$ cat src/rtl/ram_arb_pkg.sv
// Shared encodings for the RAM access arbiter: SPI command codes, FSM states
// and requester identifiers.
package ram_arb_pkg;

  localparam logic [1:0] CMD_WR_ADDR = 2'b00;
  localparam logic [1:0] CMD_WR_DATA = 2'b01;
  localparam logic [1:0] CMD_RD_ADDR = 2'b10;
  localparam logic [1:0] CMD_RD_DATA = 2'b11;

  typedef enum logic [1:0] {
    ST_IDLE    = 2'd0,
    ST_ACCESS  = 2'd1,
    ST_RD_WAIT = 2'd2,
    ST_RESP    = 2'd3
  } state_t;

  localparam logic REQ_HOST = 1'b0;
  localparam logic REQ_SPI  = 1'b1;

endpackage

$ cat src/rtl/ram_arb_tx_hold.sv
// Holds tx_valid/tx_data for TX_HOLD cycles after each load so the SPI slave
// can shift the byte out; a new load restarts the hold.
module ram_arb_tx_hold
  import ram_arb_pkg::*;
#(
  parameter int TX_HOLD = 8
) (
  input  logic       clk,
  input  logic       rst_n,
  input  logic       load,
  input  logic [7:0] load_data,
  output logic       tx_valid,
  output logic [7:0] tx_data
);

  localparam int CNT_W = (TX_HOLD > 1) ? $clog2(TX_HOLD) : 1;

  logic [CNT_W-1:0] cnt;

  always_ff @(posedge clk or negedge rst_n) begin
    if (!rst_n) begin
      tx_valid <= 1'b0;
      tx_data  <= 8'h00;
      cnt      <= '0;
    end else if (load) begin
      tx_valid <= 1'b1;
      tx_data  <= load_data;
      cnt      <= CNT_W'(TX_HOLD - 1);
    end else if (tx_valid) begin
      if (cnt == '0) tx_valid <= 1'b0;
      else           cnt      <= cnt - CNT_W'(1);
    end
  end

endmodule

$ cat src/rtl/ram_access_arbiter.sv
// Round-robin arbiter sharing one single-port RAM between an SPI slave and a
// local host. Optional macro RAM_ARB_AUTOINC_EN enables SPI address auto-increment.
module ram_access_arbiter
  import ram_arb_pkg::*;
#(
  parameter int ADDR_SIZE = 8,
  parameter int TX_HOLD   = 8
) (
  input  logic                 clk,
  input  logic                 rst_n,
  input  logic [9:0]           rx_data,
  input  logic                 rx_valid,
  output logic [7:0]           tx_data,
  output logic                 tx_valid,
  input  logic                 host_req,
  input  logic                 host_we,
  input  logic [ADDR_SIZE-1:0] host_addr,
  input  logic [7:0]           host_wdata,
  output logic                 host_gnt,
  output logic                 host_rvalid,
  output logic [7:0]           host_rdata,
  output logic                 mem_en,
  output logic                 mem_we,
  output logic [ADDR_SIZE-1:0] mem_addr,
  output logic [7:0]           mem_din,
  input  logic [7:0]           mem_dout,
  output logic                 spi_ovr
);

  state_t               state, state_nxt;
  logic                 last_gnt;
  logic                 cur_rd;
  logic                 host_req_q;
  logic                 spi_pend;
  logic                 spi_rd;
  logic [7:0]           spi_wdata;
  logic [ADDR_SIZE-1:0] wr_addr, rd_addr;
  logic [7:0]           rdata_q;

  logic                 grant_spi, grant_host, any_grant;
  logic                 host_pend;
  logic [1:0]           cmd;
  logic                 spi_cmd, spi_load, ld_wr, ld_rd, tx_load;
  logic [ADDR_SIZE-1:0] pay_addr, spi_addr;

  assign cmd      = rx_data[9:8];
  assign pay_addr = ADDR_SIZE'({8'h00, rx_data[7:0]});
  assign ld_wr    = rx_valid && (cmd == CMD_WR_ADDR);
  assign ld_rd    = rx_valid && (cmd == CMD_RD_ADDR);
  assign spi_cmd  = rx_valid && ((cmd == CMD_WR_DATA) || (cmd == CMD_RD_DATA));
  assign spi_load = spi_cmd && (!spi_pend || grant_spi);
  assign spi_addr = spi_rd ? rd_addr : wr_addr;
  // The host request is qualified one cycle so it contends on equal footing
  // with the registered SPI pending entry.
  assign host_pend = host_req && host_req_q;
  assign any_grant = grant_spi || grant_host;
  assign tx_load   = (state == ST_RESP) && (last_gnt == REQ_SPI);

  always_comb begin
    state_nxt  = state;
    grant_spi  = 1'b0;
    grant_host = 1'b0;
    case (state)
      ST_IDLE: begin
        if (spi_pend && (!host_pend || last_gnt == REQ_HOST)) grant_spi = 1'b1;
        else if (host_pend)                                   grant_host = 1'b1;
        if (grant_spi || grant_host) state_nxt = ST_ACCESS;
      end
      ST_ACCESS:  state_nxt = cur_rd ? ST_RD_WAIT : ST_IDLE;
      ST_RD_WAIT: state_nxt = ST_RESP;
      ST_RESP:    state_nxt = ST_IDLE;
      default:    state_nxt = ST_IDLE;
    endcase
  end

  always_ff @(posedge clk or negedge rst_n) begin
    if (!rst_n) begin
      state       <= ST_IDLE;
      last_gnt    <= REQ_HOST;
      cur_rd      <= 1'b0;
      host_req_q  <= 1'b0;
      spi_pend    <= 1'b0;
      spi_ovr     <= 1'b0;
      wr_addr     <= '0;
      rd_addr     <= '0;
      mem_en      <= 1'b0;
      mem_we      <= 1'b0;
      mem_addr    <= '0;
      mem_din     <= 8'h00;
      host_gnt    <= 1'b0;
      host_rvalid <= 1'b0;
      host_rdata  <= 8'h00;
    end else begin
      state      <= state_nxt;
      host_req_q <= host_req;

      // Grant stage: RAM port signals are registered here and live for ACCESS only
      mem_en   <= any_grant;
      mem_we   <= (grant_spi && !spi_rd) || (grant_host && host_we);
      mem_addr <= grant_spi ? spi_addr : (grant_host ? host_addr : '0);
      mem_din  <= (grant_spi && !spi_rd) ? spi_wdata :
                  ((grant_host && host_we) ? host_wdata : 8'h00);
      host_gnt <= grant_host;
      if (any_grant) begin
        last_gnt <= grant_spi ? REQ_SPI : REQ_HOST;
        cur_rd   <= grant_spi ? spi_rd : !host_we;
      end

      host_rvalid <= (state == ST_RESP) && (last_gnt == REQ_HOST);
      if ((state == ST_RESP) && (last_gnt == REQ_HOST)) host_rdata <= rdata_q;

      if (spi_load)       spi_pend <= 1'b1;
      else if (grant_spi) spi_pend <= 1'b0;
      if (spi_cmd && spi_pend && !grant_spi) spi_ovr <= 1'b1;

`ifdef RAM_ARB_AUTOINC_EN
      // An explicit address load takes precedence over the post-access increment.
      if (ld_wr)                     wr_addr <= pay_addr;
      else if (grant_spi && !spi_rd) wr_addr <= wr_addr + ADDR_SIZE'(1);
      if (ld_rd)                     rd_addr <= pay_addr;
      else if (grant_spi && spi_rd)  rd_addr <= rd_addr + ADDR_SIZE'(1);
`else
      if (ld_wr) wr_addr <= pay_addr;
      if (ld_rd) rd_addr <= pay_addr;
`endif
    end
  end

  always_ff @(posedge clk) begin
    if (spi_load) begin
      spi_rd    <= rx_data[9];
      spi_wdata <= rx_data[7:0];
    end
    // Read data is captured in RD_WAIT, the cycle the RAM presents it.
    if (state == ST_RD_WAIT) rdata_q <= mem_dout;
  end

  ram_arb_tx_hold #(.TX_HOLD(TX_HOLD)) u_tx_hold (
    .clk       (clk),
    .rst_n     (rst_n),
    .load      (tx_load),
    .load_data (rdata_q),
    .tx_valid  (tx_valid),
    .tx_data   (tx_data)
  );

endmodule

$ cat config.mk
export PLATFORM = sky130hd
export DESIGN_NAME = ram_access_arbiter
export DESIGN_NICKNAME = d
export VERILOG_FILES = /design/src/rtl/ram_arb_pkg.sv /design/src/rtl/ram_arb_tx_hold.sv /design/src/rtl/ram_access_arbiter.sv
export SDC_FILE = /design/constraint.sdc
export NUM_CORES = 1
export LEC_CHECK = 0
export BUFFER_PORTS_ARGS = -buffer_cell sky130_fd_sc_hd__buf_2
export CAP_MARGIN = 20
export CORE_UTILIZATION = 59
export CTS_BUF_LIST = sky130_fd_sc_hd__clkbuf_8
export DETAILED_ROUTE_END_ITERATION = 6
export PLACE_DENSITY_LB_ADDON = 0.2
export REMOVE_ABC_BUFFERS = 1
export SLEW_MARGIN = 25
export SYNTH_ARGS = -nofsm -noshare
export SYNTH_HDL_FRONTEND = slang
export SYNTH_HIERARCHICAL = 1
export SYNTH_SLANG_ARGS = --single-unit
$ cat constraint.sdc
create_clock -name clk -period 6.3 [get_ports clk]
set_clock_uncertainty 0.1 [all_clocks]
set_input_delay 1.26 -clock clk [delete_from_list [all_inputs] [get_ports clk]]
set_output_delay 1.26 -clock clk [all_outputs]
set_load 0.03 [all_outputs]
After elaboration in Yosys (flattened, before gate mapping)
Cells that the tools add are included.
- register bits after elaboration: 80
- input port bits: 39
- add/subtract/negate cells: 1
- equal/unequal tests: 8
- muxes and demuxes: 25
- bitwise logic cells: 1
- reduce and logical (&&, ||, !) cells: 29
- operators with widths (cell ; count):
    $mux 8 ; 5
    $mux 1 ; 14
    $logic_and 1x1->1 ; 12
    $mux 3 ; 3
    $eq 2x2->1 const B ; 4
    $pmux 2 s4 ; 1
    $logic_or 1x1->1 ; 6
    $logic_not 1->1 ; 5
    $eq 2x1->1 const B ; 2
    $logic_not 2->1 ; 2
    $mux 2 ; 2
    $ne 2x2->1 const B ; 2
    $reduce_bool 2->1 ; 2
    $logic_not 3->1 ; 1
    $sub 3x1->3 const B ; 1
    $reduce_and 2->1 ; 1
    $not 1->1 ; 1

Logic depth before layout (Yosys ltp)
Gate-level depths: netlist of the first run.
- word-level depth: 10
- mapped depth: 5
- depth with buffers taken out: 5

Modules after synthesis
Netlist of the first run, hierarchy kept.
- modules (own cells, without submodules) (module ; instances ; cells each ; area each (um^2)):
    ram_access_arbiter ; 1 ; 150 ; 2532.4
    ram_arb_tx_hold ; 1 ; 37 ; 531.8

Least setup slack after synthesis of the first run
Ideal clock, no wire load.
- kind: input -> register
- start: in host_req
- end: reg spi_rd (enable)
- library setup time: 0.378 ns
- arrival: 2.104 ns
- data required time: 5.822 ns
- path slack: 3.718 ns
- cell stages on the path: 4
- path through: nand3_1 -> nand2b_4 -> buf_6 -> a21oi_1
- longest elaborated chain between the ends: 9
- RTL lines (element ; line ; text):
    start, declared ; ram_access_arbiter.sv:15 ; input logic host_req,
    $logic_and 1x1->1 ; ram_access_arbiter.sv:55 ; assign host_pend = host_req && host_req_q;
    $logic_not 1->1 ; ram_access_arbiter.sv:65 ; if (spi_pend && (!host_pend || last_gnt == REQ_HOST)) grant_spi = 1'b1;
    $logic_or 1x1->1 ; ram_access_arbiter.sv:65 ;
    $logic_and 1x1->1 ; ram_access_arbiter.sv:65 ;
    $mux 1 ; ram_access_arbiter.sv:65 ;
    $mux 1 (2 in a row) ; ram_access_arbiter.sv:63 ; case (state)
    $logic_or 1x1->1 ; ram_access_arbiter.sv:51 ; assign spi_load = spi_cmd && (!spi_pend || grant_spi);
    $logic_and 1x1->1 ; ram_access_arbiter.sv:51 ;
    via spi_load ; ram_access_arbiter.sv:43 ; logic spi_cmd, spi_load, ld_wr, ld_rd, tx_load;
    end signal, assigned ; ram_access_arbiter.sv:131 ; spi_rd <= rx_data[9];
    end, declared ; ram_access_arbiter.sv:35 ; logic spi_rd;
The timed path passes the listed nets, and every way through them passes these cells. The select of a mux whose other input is x is not followed.
A chain may end at the register's enable or synchronous reset.

Worst setup path in the final report of the first run
- start: in host_req
- end: reg spi_wdata[7] (enable)
- longest elaborated chain between the ends: 9
- RTL lines (element ; line ; text):
    $logic_and 1x1->1 ; ram_access_arbiter.sv:55 ;
    $logic_not 1->1 ; ram_access_arbiter.sv:65 ;
    $logic_or 1x1->1 ; ram_access_arbiter.sv:65 ;
    $logic_and 1x1->1 ; ram_access_arbiter.sv:65 ;
    $mux 1 ; ram_access_arbiter.sv:65 ;
    $mux 1 (2 in a row) ; ram_access_arbiter.sv:63 ;
    $logic_or 1x1->1 ; ram_access_arbiter.sv:51 ;
    $logic_and 1x1->1 ; ram_access_arbiter.sv:51 ;
    via spi_load ; ram_access_arbiter.sv:43 ;
    end signal, assigned ; ram_access_arbiter.sv:132 ; spi_wdata <= rx_data[7:0];
    end, declared ; ram_access_arbiter.sv:36 ; logic [7:0] spi_wdata;
The timed path passes the listed nets, and every way through them passes these cells. The select of a mux whose other input is x is not followed.

==> results of run 1 <==
[sequential cells by signal, summed over array words and instances, names as in the netlist, named ones only]
signal,flops
cur_rd,1
host_gnt,1
host_rdata,8
host_req_q,1
host_rvalid,1
last_gnt,1
mem_addr,8
mem_din,8
mem_en,1
mem_we,1
rd_addr,8
rdata_q,8
spi_ovr,1
spi_pend,1
spi_rd,1
spi_wdata,8
state,1
u_tx_hold/cnt,3
u_tx_hold/tx_data,8
u_tx_hold/tx_valid,1
wr_addr,8
[metrics by stage]
stage / hold WS [ps] / cells / utilization [%]
finish: 367 / 343 / 75.8
global route: 374 / 343 / 75.8
CTS: 370 / 343 / 75.8
detailed placement: 353 / 327 / 72.1
global placement: 347 / 327 / 72.1
floorplan: 343 / 183 / -
[layout make-up]
cell class              count  area share [%]
flip-flops and latches     80            56.8
multi-input cells          96            24.8
repair buffers             77            10.5
clock buffers              12            4.49
well taps                  67            2.28
inverters                   7           0.715
clock inverters             4           0.408
[power groups by stage]
stage / registers [µW] / clock network, µW / logic (µW)
3_5_place_dp: 785 / 0 / 606
2_1_floorplan: 959 / 0 / 251
6_report: 776 / 333 / 603
3_3_place_gp: 780 / 0 / 593
4_1_cts: 776 / 343 / 609
5_1_grt: 795 / 362 / 651
[kinds of logic (layout without fill, tap and decap cells)]
kind of cell    after synthesis  count (layout)  synth area share, %
flops                        80              80                 68.1
mux                          42              42                 15.6
compound gates               27              27                 7.35
simple gates                 25              25                 5.96
buf+inv                      11             100                 2.12
fa+ha+maj                     2               2                0.817
[cells in the mapped netlist (all sizes together)]
cell	instances
a22o	9
o2bb2ai	8
nor3	2
nand2b	2
mux2i	10
buf	4
o221ai	1
a41o	1
or3b	1
nand3b	2
nand3	2
a21oi	3
edfxtp	17
o31ai	1
nor2b	1
inv	7
nor3b	3
dfrtp	63
o21ai	3
and3	1
mux2	32
nand4bb	1
and2b	1
or2	2
a211o	1
nand2	3
ha	2
nor2	4
[layer usage]
| layer | vias up | global-route usage, % | routed length [µm] |
|---|---|---|---|
| met3 | 10 | 7.45 | 294 |
| li1 | 854 | - | - |
| met1 | 901 | 26.1 | 2350 |
| met2 | 60 | 36.1 | 2710 |
| met5 | - | 0 | 0 |
| met4 | 0 | 9.83 | 101 |
[how the worst max path moves through the flow]
| stage | end | depth (start not counted) |
|---|---|---|
| 6_report | spi_wdata[7] | 4 |
| 5_1_grt | spi_wdata[7] | 4 |
| 4_1_cts | spi_wdata[7] | 4 |
| 3_5_place_dp | spi_wdata[6] | 4 |
| 3_3_place_gp | spi_wdata[6] | 4 |
| 2_1_floorplan | spi_rd | 3 |
[critical path: cells and delay by family]
family,cells,cell delay (ps)
AO/OA/AOI/OAI,1,700
buffers and inverters,1,120
AND/OR/NAND/NOR,2,280
==> flow_metrics.env, run 1 <==
export IMPL_share_of_the_yosys_chip_area_belonging_to_registers_pct=68.1
export IMPL_place_area_um2=3500
export IMPL_regToRegStartpoint="state[0]"
export IMPL_number_of_antenna_violations_at_the_first_check_in_global_routing=0
export IMPL_p_clk_share_pct=19.4
export IMPL_die_height_um=74.1
export IMPL_rsz_0062_raised_after_global_routing="false"
export IMPL_yosysWarningCount=6
export IMPL_setup_worst_path_start_class="primary input"
export IMPL_multi_input_area_um2=912
export IMPL_route_antenna_remaining_nets=0
export IMPL_synth_top_area_share_pct=51.4
export IMPL_post_cts_resize_count=0
export IMPL_tmin_final_ps=2500
export IMPL_postLayoutCellArea_um2=3680
export IMPL_synth_area_per_cell_um2=16.4
export IMPL_design_power_total_uw=1710
export IMPL_global_route_wire_length_before_repair_um=8620
export IMPL_routed_via_count=1825
export IMPL_fillCellCount=310
export IMPL_timing_hold_worst_start="spi_ovr"
export IMPL_worst_case_vdd_ir_drop_mv=0.231
export IMPL_route_final_wire_length_um=5460
export IMPL_reg2regPathDepth=3
export IMPL_timing_hold_worst_endpoint="spi_ovr"
export IMPL_cts_max_path_buffers=2
export IMPL_post_route_period_util_pct=39.7
export IMPL_timing_startpoint_of_the_critical_path="host_req"
export IMPL_cts_post_setup_buffers_inserted=0
export IMPL_setup_viol_count_final=0
export IMPL_timing_critical_path_arrival_ps=2370
export IMPL_floorplan_die_area_um2=5490
export IMPL_critical_path_required_ps=6160
export IMPL_ctsHoldBuffers=0
export IMPL_reg2reg_setup_slack_ps=3980
export IMPL_grt_start_max_net_pins=64
export IMPL_synth_ff_latch_count=80
export IMPL_final_nets=312
export IMPL_timing_slew_headroom_pct=44.4
export IMPL_first_drt_pass_iteration_count=4
export IMPL_dr_first_iter_drc_count=147
export IMPL_initial_standard_cell_utilization_of_the_core_pct=63.2
export IMPL_leakage_uw=0.00177
export IMPL_post_drt_via_cell_ratio=5.32
export IMPL_syn_instance_count=187
export IMPL_die_w_um=74.1
export IMPL_seqCellArea_um2=2090
export IMPL_drc=0
export IMPL_final_layout_size_suffix_gt1_share_pct=48.2
export IMPL_cts_tree="built"
export IMPL_outcome="complete, no violations"
export IMPL_gr_total_overflow=0
export IMPL_hold_viol_final=0
export IMPL_whs_path_depth=1
export IMPL_clk_pin_slew_worst_paths_ps=70
export IMPL_cts_htree_levels=3
export IMPL_dp_slack_ps=3420
export IMPL_route_detailed_wl_per_inst_um=15.9
export IMPL_pwr_density_cell_nw_per_um2=465
export IMPL_fmax_mhz=399
export IMPL_worst_slack_ps=3800
export IMPL_min_path_type="flip-flop to flip-flop"
export IMPL_tritoncts_num_sinks=80
export IMPL_synth_area_um2=3060
export IMPL_via_count_of_the_first_global_routing_pass=1854
export IMPL_power_share_sequential_pct=45.3
export IMPL_drv_cap=0
export IMPL_p_sw_uw=614
export IMPL_share_comb_of_total_power_pct=35.2
export IMPL_worst_r2r_endpoint="spi_wdata[7]"
export IMPL_mostFrequentLayoutCell="sky130_fd_sc_hd__buf_2"
export IMPL_timing_critical_path_slowest_cell_delay_ps=700
export IMPL_worstPathMaxFanout=12
export IMPL_boundaryPins=77
export IMPL_worst_path_max_delay_cell="sky130_fd_sc_hd__a21oi_1"
export IMPL_placeableCoreArea_um2=4850
export IMPL_synth_cell_types=34
export IMPL_dp_hpwl_um=3790
export IMPL_setup_worst_path_class="primary input to flip-flop"
export IMPL_antenna_cells=0
export IMPL_intPower_uw=1100
export IMPL_io_buf_count=76
export IMPL_flow_area_growth_from_synthesis_pct=20.0
export IMPL_setup_tns_final_ps=0
export IMPL_synth_area_leaders="sky130_fd_sc_hd__dfrtp_1, sky130_fd_sc_hd__edfxtp_1, sky130_fd_sc_hd__mux2_2"
export IMPL_category_of_the_worst_setup_path_capture_point="flip-flop"
export IMPL_post_synth_top_area_cell="sky130_fd_sc_hd__dfrtp_1"
export IMPL_worstSkewPairLatency_ps=340
export IMPL_std_cell_rows=25
export IMPL_clock_tree_root_cell="sky130_fd_sc_hd__clkbuf_8"
export IMPL_gpl_final_weighted_congestion=0.698
export IMPL_worstMarginPinSlew_ps=834
export IMPL_cts_buffers_inserted=9
export IMPL_switching_share_pct=35.9
export IMPL_cp_cell_sequence="buf_2 > nand3_1 > nand2b_4 > a21oi_1"
export IMPL_global_route_usage_total_pct=21.8
export IMPL_commonest_cells_after_routing_fill_and_taps_aside="sky130_fd_sc_hd__buf_2, sky130_fd_sc_hd__dfrtp_1, sky130_fd_sc_hd__mux2_2"
export IMPL_final_max_slew_viol_count=0
Note: power is estimated with default switching activity, not from simulation.
==> run 2: changes to the inputs <==
- CORE_UTILIZATION: 59 -> 54
- clock period: 6.3 -> 2.35 ns (I/O delays scaled with it)
==> run 2 against run 1 <==
Against the previous run:
- first-iteration DRC count down 62%
- global-route usage down 0.53 points
- non-clock buffer count increased by 2
- total power grew to 2.8 times the previous value
- sequential power rose to 2.7 times the previous value
- cell area grew 1.6%
- sequential share of layout area down 0.87 points
- via count rose by 1.8%
- combinational power grew to 2.7 times the previous value
==> flow_metrics.env, run 2 (same netlist as run 1, synthesis figures left out) <==
export IMPL_route_detailed_wl_per_inst_um=16.0
export IMPL_worstPathMaxFanout=12
export IMPL_tritoncts_num_sinks=80
export IMPL_die_w_um=77.3
export IMPL_io_buf_count=76
export IMPL_worstMarginPinSlew_ps=690
export IMPL_worstSkewPairLatency_ps=350
export IMPL_cts_htree_levels=3
export IMPL_gr_total_overflow=0
export IMPL_cts_max_path_buffers=2
export IMPL_boundaryPins=77
export IMPL_final_max_slew_viol_count=0
export IMPL_post_cts_resize_count=0
export IMPL_final_layout_size_suffix_gt1_share_pct=48.6
export IMPL_setup_worst_path_start_class="flip-flop"
export IMPL_first_drt_pass_iteration_count=4
export IMPL_global_route_wire_length_before_repair_um=9320
export IMPL_route_final_wire_length_um=5590
export IMPL_critical_path_required_ps=2310
export IMPL_timing_slew_headroom_pct=53.8
export IMPL_seqCellArea_um2=2090
export IMPL_reg2regPathDepth=4
export IMPL_clock_tree_root_cell="sky130_fd_sc_hd__clkbuf_8"
export IMPL_routed_via_count=1857
export IMPL_worst_case_vdd_ir_drop_mv=0.633
export IMPL_via_count_of_the_first_global_routing_pass=1959
export IMPL_die_height_um=77.3
export IMPL_critical_path_top_delay_family="simple AND/OR/NAND/NOR gates"
export IMPL_leakage_uw=0.00180
export IMPL_hold_viol_final=0
export IMPL_timing_critical_path_arrival_ps=1870
export IMPL_grt_met2_usage_pct=38.1
export IMPL_drc=0
export IMPL_std_cell_rows=27
export IMPL_global_route_usage_total_pct=21.3
export IMPL_postLayoutCellArea_um2=3730
export IMPL_flow_area_growth_from_synthesis_pct=21.9
export IMPL_cts_post_setup_buffers_inserted=0
export IMPL_cp_cell_sequence="or3b_4 > nand2b_4 > a21oi_1 > buf_4"
export IMPL_peak_usage_layer_in_the_global_routing_report="met2"
export IMPL_final_nets=314
export IMPL_pwr_density_cell_nw_per_um2=1270
export IMPL_drv_cap=0
export IMPL_min_path_type="primary input to asynchronous set/reset pin"
export IMPL_setup_tns_final_ps=0
export IMPL_category_of_the_worst_setup_path_capture_point="flip-flop"
export IMPL_mostFrequentLayoutCell="sky130_fd_sc_hd__buf_2"
export IMPL_cp_depth=4
export IMPL_met1_resource_use_gr_pct=22.5
export IMPL_dp_hpwl_um=3990
export IMPL_fmax_mhz=523
export IMPL_dr_first_iter_drc_count=56
export IMPL_cts_buffers_inserted=9
export IMPL_floorplan_die_area_um2=5980
export IMPL_tmin_final_ps=1910
export IMPL_grt_start_max_net_pins=64
export IMPL_placeableCoreArea_um2=5470
export IMPL_worst_path_max_delay_cell="sky130_fd_sc_hd__dfrtp_1"
export IMPL_number_of_antenna_violations_at_the_first_check_in_global_routing=0
export IMPL_post_drt_via_cell_ratio=5.31
export IMPL_commonest_cells_after_routing_fill_and_taps_aside="sky130_fd_sc_hd__buf_2, sky130_fd_sc_hd__dfrtp_1, sky130_fd_sc_hd__mux2_2"
export IMPL_post_route_period_util_pct=81.4
export IMPL_setup_viol_count_final=0
export IMPL_initial_standard_cell_utilization_of_the_core_pct=56.0
export IMPL_timing_critical_path_slowest_cell_delay_ps=480
export IMPL_setup_worst_path_class="flip-flop to flip-flop"
export IMPL_final_hold_worst_slack_ps=3.56
export IMPL_fillCellCount=413
export IMPL_clk_pin_slew_worst_paths_ps=80
export IMPL_globalRouteMet3Util_pct=7.53
export IMPL_place_area_um2=3530
export IMPL_antenna_cells=0
export IMPL_gpl_final_weighted_congestion=0.685
export IMPL_ctsHoldBuffers=0
export IMPL_cp_num_buf_inv=1
export IMPL_rsz_0062_raised_after_global_routing="false"
export IMPL_route_antenna_remaining_nets=0
export IMPL_cts_tree="built"
export IMPL_outcome="complete, no violations"
export IMPL_multi_input_area_um2=912
[run 2: through the flow]
step	util, %	power [µW]	std cells	setup slack [ps]
floorplan	-	3240	183	303
global placement	64.5	3700	334	506
detailed placement	64.5	3760	334	459
CTS	68.2	4800	350	428
global route	68.2	5000	350	346
finish	68.2	4740	350	437
[run 2: final cells by class]
| type | instances | area share (%) |
|---|---|---|
| clock inverters | 7 | 2.14 |
| flip-flops and latches | 80 | 55.9 |
| clock buffers | 9 | 3.32 |
| inverters | 7 | 0.704 |
| multi-input cells | 96 | 24.4 |
| repair buffers | 79 | 11.1 |
| well taps | 72 | 2.41 |
[run 2: power breakdown]
part           internal, µW  switching [µW]  total, µW
Sequential             1850             235       2080
Combinational           646             985       1630
Clock                   581             447       1030
[run 2: final timing paths]
path | slack [ps] | to | start
setup / recovery | 440 | spi_wdata[0] | state[0]
min in group clk | 180 | host_req_q | host_req
setup reg to reg | 440 | spi_wdata[0] | state[0]
max in group asynchronous | 1850 | mem_addr[2] | rst_n
hold / removal | 4 | host_rvalid | rst_n
hold reg to reg | 370 | mem_din[7] | spi_wdata[7]
[run 2: per-layer routing]
layer | vias up | routed length [µm]
met2 | 53 | 3040
met5 | - | 0
li1 | 860 | -
met4 | 0 | 128
met1 | 931 | 2140
met3 | 13 | 279
==> run 3: changes to the inputs <==
- clock period: 2.35 -> 1.8 ns (I/O delays scaled with it)
==> run 3 against run 2 <==
Against the previous run:
- non-clock buffer count up 12
- sequential power is 29% higher
- worst hold slack improved by 69 ps
- clock power is 39% higher
- sequential share of layout area fell by 1.7 points
- first-iteration DRC count down 3.6%
- routed wire length increased by 4.8%
- fmax grew 10%
- critical path depth stayed put
- core utilization up 2.2 points
- cell count up 3.4%
- count of clock-buffer cells in the layout unchanged
==> flow_metrics.env, run 3 (same netlist as run 1, synthesis figures left out) <==
export IMPL_outcome="complete, no violations"
export IMPL_drc=0
export IMPL_dr_first_iter_drc_count=54
export IMPL_seqCellArea_um2=2090
export IMPL_initial_standard_cell_utilization_of_the_core_pct=56.0
export IMPL_placeableCoreArea_um2=5470
export IMPL_global_route_usage_total_pct=21.8
export IMPL_worst_path_max_delay_cell="sky130_fd_sc_hd__dfrtp_1"
export IMPL_leakage_uw=0.00184
export IMPL_timing_startpoint_of_the_critical_path="state[0]"
export IMPL_first_drt_pass_iteration_count=6
export IMPL_route_final_wire_length_um=5860
export IMPL_boundaryPins=77
export IMPL_tritoncts_num_sinks=80
export IMPL_worst_r2r_endpoint="spi_wdata[0]"
export IMPL_final_layout_size_suffix_gt1_share_pct=51.4
export IMPL_commonest_cells_after_routing_fill_and_taps_aside="sky130_fd_sc_hd__buf_2, sky130_fd_sc_hd__dfrtp_1, sky130_fd_sc_hd__mux2_2"
export IMPL_multi_input_area_um2=912
export IMPL_setup_tns_final_ps=0
export IMPL_timing_slew_headroom_pct=57.4
export IMPL_timing_critical_path_arrival_ps=1690
export IMPL_post_drt_via_cell_ratio=5.27
export IMPL_setup_viol_count_final=0
export IMPL_cts_tree="built"
export IMPL_min_path_type="primary input to flip-flop"
export IMPL_io_buf_count=76
export IMPL_global_route_wire_length_before_repair_um=9570
export IMPL_finish_utilization_pct=70.4
export IMPL_reg2regPathDepth=4
export IMPL_routed_via_count=1907
export IMPL_cts_buffers_inserted=9
export IMPL_timing_critical_path_slowest_cell_delay_ps=430
export IMPL_design_power_total_uw=6400
export IMPL_grt_start_max_net_pins=28
export IMPL_final_max_slew_viol_count=0
export IMPL_regToRegStartpoint="state[0]"
export IMPL_worst_case_vdd_ir_drop_mv=0.905
export IMPL_die_height_um=77.3
export IMPL_fillCellCount=402
export IMPL_postLayoutCellArea_um2=3850
export IMPL_final_hold_worst_slack_ps=72.5
export IMPL_cts_max_path_buffers=2
export IMPL_setup_worst_path_start_class="flip-flop"
export IMPL_dp_hpwl_um=4270
export IMPL_pwr_density_cell_nw_per_um2=1660
export IMPL_clk_pin_slew_worst_paths_ps=80
export IMPL_hold_viol_final=0
export IMPL_setup_worst_path_class="flip-flop to flip-flop"
export IMPL_final_nets=326
export IMPL_critical_path_endpoint="spi_wdata[0]"
export IMPL_mostFrequentLayoutCell="sky130_fd_sc_hd__buf_2"
export IMPL_via_count_of_the_first_global_routing_pass=1972
export IMPL_floorplan_die_area_um2=5980
export IMPL_route_detailed_wl_per_inst_um=16.2
export IMPL_fmax_mhz=575
export IMPL_clock_tree_root_cell="sky130_fd_sc_hd__clkbuf_8"
export IMPL_cp_cell_sequence="or3b_4 > nand2b_4 > a21oi_1 > buf_4"
export IMPL_die_w_um=77.3
export IMPL_number_of_antenna_violations_at_the_first_check_in_global_routing=0
export IMPL_cts_htree_levels=3
export IMPL_std_cell_rows=27
export IMPL_worstPathMaxFanout=9
export IMPL_post_route_period_util_pct=96.6
export IMPL_category_of_the_worst_setup_path_capture_point="flip-flop"
export IMPL_antenna_cells=0
export IMPL_gr_total_overflow=0
export IMPL_tmin_final_ps=1740
export IMPL_place_area_um2=3630
export IMPL_worstMarginPinSlew_ps=639
export IMPL_critical_path_required_ps=1750
export IMPL_reg2reg_setup_slack_ps=60
export IMPL_drv_cap=0
export IMPL_flow_area_growth_from_synthesis_pct=25.8
export IMPL_route_antenna_remaining_nets=0
export IMPL_worstSkewPairLatency_ps=340
export IMPL_rsz_0062_raised_after_global_routing="false"
export IMPL_gpl_final_weighted_congestion=0.763
run 3: cell types whose count changed in the layout (fill, tap and decap cells not counted), sizes merged:
cell and change:
inv -2, clkinvlp +3, buf +11, clkinv -1, dlygate4sd3 +1
run 3: critical path: cells and delay by family, from the launching register on:
| kind | cells | cell delay, ps |
|---|---|---|
| buffers and inverters | 1 | 190 |
| DFF | 1 | 430 |
| AOI/OAI and AO/OA | 1 | 140 |
| and+or+nand+nor | 2 | 580 |
run 3: where the power goes:
group	internal [µW]	switching [µW]
registers	2410	274
clock network	780	645
logic	926	1360
run 3: repair_timing:
action	4_1_cts	5_1_grt
gates resized for setup	0	0
hold buffers	1	0
endpoints found under the hold margin	15	0
setup buffers	0	0
run 3: how the worst min path moves through the flow:
stage	start	end	cells past startpoint
after floorplan	rst_n	asynchronous set/reset pin	0
after global placement	rst_n	u_tx_hold/tx_valid	1
after detailed placement	rst_n	u_tx_hold/tx_valid	1
after CTS	host_req	host_req_q	1
after global routing	host_req	host_req_q	1
final	host_req	host_req_q	1
run 3: area by class of cell:
cell class              instances  area share (%)
flip-flops and latches         80            54.1
multi-input cells              96            23.7
repair buffers                 91            13.5
well taps                      72            2.34
clock buffers                   9            3.21
inverters                       7           0.682
clock inverters                 7            2.47
run 3: per-layer routing:
| layer | track usage (%) | up-vias | wire length, µm |
|---|---|---|---|
| met2 | 38.1 | 56 | 3130 |
| met3 | 4.00 | 11 | 238 |
| met4 | 12.6 | 0 | 119 |
| met5 | 0 | - | 0 |
| li1 | - | 887 | - |
| met1 | 24.9 | 953 | 2370 |
run 3: stage by stage:
step           cells  setup slack [ps]
3_3_place_gp     345               107
6_report         362              60.6
4_1_cts          362              71.1
2_1_floorplan    183              -247
3_5_place_dp     345              91.2
5_1_grt          362              10.7
